<file path="config.mk">
export PLATFORM = sky130hd
export DESIGN_NAME = timer_driver
export DESIGN_NICKNAME = d
export VERILOG_FILES = /design/src/rtl/timer_driver.sv
export SDC_FILE = /design/constraint.sdc
export NUM_CORES = 1
export LEC_CHECK = 0
export CAP_MARGIN = 0
export CORE_MARGIN = 2
export CORE_UTILIZATION = 48
export CTS_BUF_LIST = sky130_fd_sc_hd__clkbuf_8
export CTS_CLUSTER_SIZE = 28
export DETAILED_ROUTE_END_ITERATION = 8
export MAX_ROUTING_LAYER = met4
export PLACE_DENSITY = 0.79
export SLEW_MARGIN = 20
export SYNTH_ARGS = -nofsm -noshare
export SYNTH_HDL_FRONTEND = slang
export SYNTH_SLANG_ARGS = --single-unit
</file>
<file path="constraint.sdc">
create_clock -name clk -period 1.9 [get_ports clk]
set_input_delay 0.475 -clock clk [delete_from_list [all_inputs] [get_ports clk]]
set_output_delay 0.475 -clock clk [all_outputs]
set_load 0.1 [all_outputs]
</file>
<file path="src/rtl/timer_driver.sv">
// Go/done interval timer initiator: runs N timer periods per request.
// Optional busy-cycle counter enabled by defining TIMER_DRV_PERF_EN.
module timer_driver #(
  parameter int REPEAT_W = 8,
  parameter int TIMEOUT  = 64
) (
  input  logic                clk,
  input  logic                rst,
  input  logic                req_valid,
  output logic                req_ready,
  input  logic [REPEAT_W-1:0] req_repeat,
  input  logic                cancel,
  output logic                timer_go,
  input  logic                timer_done,
  output logic                resp_valid,
  input  logic                resp_ready,
  output logic [REPEAT_W-1:0] resp_count,
  output logic [1:0]          resp_status,
  output logic [15:0]         resp_cycles
);

  localparam int WD_W = $clog2(TIMEOUT);
  localparam logic [WD_W-1:0] WD_MAX = WD_W'(TIMEOUT - 1);
  localparam logic [REPEAT_W-1:0] ONE = REPEAT_W'(1);

  localparam logic [1:0] ST_OK  = 2'b00;
  localparam logic [1:0] ST_TO  = 2'b01;
  localparam logic [1:0] ST_CAN = 2'b10;

  typedef enum logic [2:0] {
    IDLE,
    START,
    ARM,
    RUN,
    RESP
  } state_t;

  state_t state;
  state_t state_n;

  logic [REPEAT_W-1:0] remaining;
  logic [REPEAT_W-1:0] completed;
  logic [WD_W-1:0]     wd;
  logic                cancel_pending;
  logic [REPEAT_W-1:0] count_q;
  logic [1:0]          status_q;

  logic                go;
  logic                accept;
  logic                busy;
  logic                wd_clr;
  logic                iv_done;
  logic                fin;
  logic [1:0]          fin_status;
  logic [REPEAT_W-1:0] fin_count;

  assign accept = (state == IDLE) && req_valid;
  assign busy   = (state == START) || (state == ARM) || (state == RUN);

  always_comb begin
    state_n    = state;
    go         = 1'b0;
    wd_clr     = 1'b0;
    iv_done    = 1'b0;
    fin        = 1'b0;
    fin_status = ST_OK;
    fin_count  = completed;
    case (state)
      IDLE: begin
        if (req_valid) begin
          if (req_repeat == '0) begin
            state_n   = RESP;
            fin       = 1'b1;
            fin_count = '0;
          end else begin
            state_n = START;
          end
        end
      end
      START: begin
        if (cancel_pending) begin
          state_n    = RESP;
          fin        = 1'b1;
          fin_status = ST_CAN;
        end else if (timer_done) begin
          go      = 1'b1;
          wd_clr  = 1'b1;
          state_n = ARM;
        end
      end
      ARM: begin
        // Leaving ARM takes priority over a coincident timeout.
        if (!timer_done) begin
          wd_clr  = 1'b1;
          state_n = RUN;
        end else if (wd == WD_MAX) begin
          state_n    = RESP;
          fin        = 1'b1;
          fin_status = ST_TO;
        end
      end
      RUN: begin
        if (timer_done) begin
          iv_done   = 1'b1;
          fin_count = completed + ONE;
          if (remaining == ONE) begin
            state_n = RESP;
            fin     = 1'b1;
          end else if (cancel_pending) begin
            state_n    = RESP;
            fin        = 1'b1;
            fin_status = ST_CAN;
          end else begin
            state_n = START;
          end
        end else if (wd == WD_MAX) begin
          state_n    = RESP;
          fin        = 1'b1;
          fin_status = ST_TO;
        end
      end
      RESP: begin
        if (resp_ready) state_n = IDLE;
      end
      default: state_n = IDLE;
    endcase
  end

  always_ff @(posedge clk) begin
    if (rst) begin
      state          <= IDLE;
      remaining      <= '0;
      completed      <= '0;
      wd             <= '0;
      cancel_pending <= 1'b0;
      count_q        <= '0;
      status_q       <= ST_OK;
    end else begin
      state <= state_n;
      if (accept) begin
        remaining <= req_repeat;
        completed <= '0;
      end else if (iv_done) begin
        remaining <= remaining - ONE;
        completed <= completed + ONE;
      end
      if (wd_clr) begin
        wd <= '0;
      end else if ((state == ARM) || (state == RUN)) begin
        wd <= wd + WD_W'(1);
      end
      if ((state == RESP) && resp_ready) begin
        cancel_pending <= 1'b0;
      end else if (busy && cancel) begin
        cancel_pending <= 1'b1;
      end
      if (fin) begin
        count_q  <= fin_count;
        status_q <= fin_status;
      end
    end
  end

`ifdef TIMER_DRV_PERF_EN
  logic [15:0] perf;
  logic [15:0] perf_inc;
  logic [15:0] cycles_q;

  assign perf_inc = (perf == 16'hFFFF) ? perf : perf + 16'd1;

  always_ff @(posedge clk) begin
    if (rst) begin
      perf     <= '0;
      cycles_q <= '0;
    end else begin
      if (accept) begin
        perf <= '0;
      end else if (busy) begin
        perf <= perf_inc;
      end
      // The RESP-entry cycle is itself busy, so it is included.
      if (fin) cycles_q <= busy ? perf_inc : 16'd0;
    end
  end

  assign resp_cycles = cycles_q;
`else
  assign resp_cycles = '0;
`endif

  assign req_ready   = (state == IDLE);
  assign timer_go    = go && !rst;
  assign resp_valid  = (state == RESP);
  assign resp_count  = count_q;
  assign resp_status = status_q;

endmodule

</file>
==> metrics.csv <==
metric;value;unit
outcome;completed;
worstPathRequired;2130;ps
r2r_start;remaining[2];
p_clk_share;21.7;%
pwr-share-comb;50.4;%
area_delta_synth_final;47.7;%
syn_area_per_cell;8.11;sq um
switchingPower;0.00147;W
chipHeight;69.3;microns
netlist_area;2040;sq um
clock_latency;300;ps
place_inst;357;
clock_tree.root_cell;clkbuf_8;
htreeDepth;2;
synth-seq-cells;36;
initial_core_util;50.4;%
synth_top_family_by_area;simple AND/OR/NAND/NOR gates;
synth_cells;252;
synth_seq_area_share;35.3;%
seq_power_share;27.9;%
wire_per_inst;14.6;microns
synth-xor-area-share;4.71;%
cts.sinks;36;
setup_tns;0;ps
setup_viol_count_final;0;
min_from;resp_count[0];
cp.arrival;2130;ps
grt_usage;22.6;%
finalHoldViolations;0;
cp-start-kind;flop;
p_sw_share;41.9;%
synthSimpleGateAreaFrac;30.4;%
wl;5400;microns
reg2reg_depth;6;
synth_flop_cell;dfxtp_1;
die-area;4800;sq um
yosysWarnings;0;
drt_first_pass_iters;5;
final_cell_mix;buf_4, nor2_1, dfxtp_1;
hold_depth;2;
synth-compound-area-share;15.5;%
viasPerCell;5.42;
via_count;2010;
fin_crit;1900;ps
final_core_util;74.4;%
cts_tree;yes;
worst_setup_path_end_kind;flop;
synth_adder_area_share;2.94;%
min_to;resp_count[0];
fmax;0.526;GHz
coreArea;4060;sq um
place_hpwl;3730;microns
power_leakage;1.22;nW
port_buffers;26;
grt_max_degree;14;
grt_pass1_vias;1958;
antenna_found_initial;0;
drive_gt1_share;36.1;%
slew_violations;0;
rsz0062_at_grt;true;
drv_cap;0;
die_x;69.3;microns
hold_path.class;flop to flop;
path_class;flop to flop;
drc;0;
gp_congestion;0.909;
ant_nets;0;
synth.distinct_cells;46;
startpoint;remaining[2];
grt_remaining_overflow;0;
grt_pass1_wl;8620;microns
async_flop_share;0;%
layout_commonest_cell;buf_4;
fp-row-count;23;
skew;7.45;ps
io_pins;43;
synth_edf_count;0;
diodes;0;
finalCritPeriodShare;100;%
synth_mux_area_share;0.490;%
reg2reg_to;resp_count[1];
nNetsFinal;338;
clk_pin_slew_worst_paths;80;ps
ir_worst_vdd;1.11;mV
p_per_area;1160;nW/um^2
cts_buffers;5;
instances_no_fill;371;
clockBufferDepth;2;
crit_path_max_fanout;6;
internal_power;0.00204;W
drt_iter0_drc;140;
r2r_setup_slack;0.6;ps
-- state kept, by name (all words and copies together), names as in the netlist --
signal and count:
resp_count 8, remaining 8, resp_status 2, completed 8, wd 6, state 3
cancel_pending 1
-- metrics by stage --
step	hold slack [ps]	setup WS (ps)	total power, W	instance area, sq um
after global routing	514	-68.0	0.00365	3020
after detailed placement	475	-649	0.00260	2760
final	494	0.589	0.00351	3020
after floorplan	452	-265	0.00209	2230
after CTS	489	2.82	0.00341	2930
after global placement	466	-600	0.00256	2760
-- worst max-delay path: stages, from the launching register on --
cell and delay, ps:
dfxtp_2 330, or4_4 550, nor4_4 250, buf_4 170, nor4_4 60, or3_1 350, a21oi_2 120
-- power groups by stage --
stage               clock network [W]  registers (W)  logic (W)
floorplan                           0        0.00112   0.000969
global placement                    0       0.000967    0.00160
detailed placement                  0       0.000971    0.00163
CTS                          0.000763       0.000963    0.00168
global route                 0.000798       0.000989    0.00187
finish                       0.000762       0.000978    0.00177
-- cell type report --
type,count,area [sq um]
Clock buffer,7,96.3
Clock inverter,1,30.0
Fill cell,272,1040
Inverter,6,22.5
Multi-Input combinational cell,196,1320
Sequential cell,36,734
Tap cell,50,62.6
Timing Repair Buffer,75,751
-- worst max path at each step --
stage                     to  slack (ps)
2_1_floorplan       timer_go        -270
3_3_place_gp   resp_count[7]        -600
3_5_place_dp   resp_count[6]        -650
4_1_cts             timer_go           3
5_1_grt        resp_count[3]         -70
6_report       resp_count[1]         0.6
-- metal layers --
metal  vias up  share of wire [%]  GRT usage (%)
met5         -                  0              -
met4         0                2.4           10.5
met3         9                5.4           4.65
met2        63                 50           37.3
met1       946                 42           26.3
li1        992                  -              -
-- synth_stat cells, types with 4 or more instances --
cell type,n,area share (%)
a31oi_1,4,1.2
clkbuf_1,7,1.3
xor2_1,5,2.1
or4_1,4,1.5
nand2_1,20,3.7
or2_2,4,1.2
dfxtp_1,36,35
nor2_1,38,7.0
a211oi_1,5,1.8
ha_1,4,2.4
nor3_1,8,2.0
nand2b_1,4,1.2
a21oi_1,14,3.4
or3_1,8,2.4
nand3_1,8,2.0
inv_1,6,1.1
buf_4,17,6.2
o21ai_0,10,2.4
xnor2_1,6,2.6
-- kinds of logic after synthesis --
group / after synthesis
and+or+nand+nor: 113
muxes: 1
other: 1
xor gates and xnor gates: 11
adders and majority gates: 5
buffers and inverters: 35
AOI/OAI and AO/OA: 50
DFF: 36
-- what timing repair did --
item                                   CTS  global route
hold buffers                             0             0
setup endpoints to repair               20            10
gates cloned                             0             0
endpoints found under the hold margin    0             0
resized for setup                       26            22
setup buffers                            3             4
pin swaps                               11            11
(Power assumes the default switching activity.)
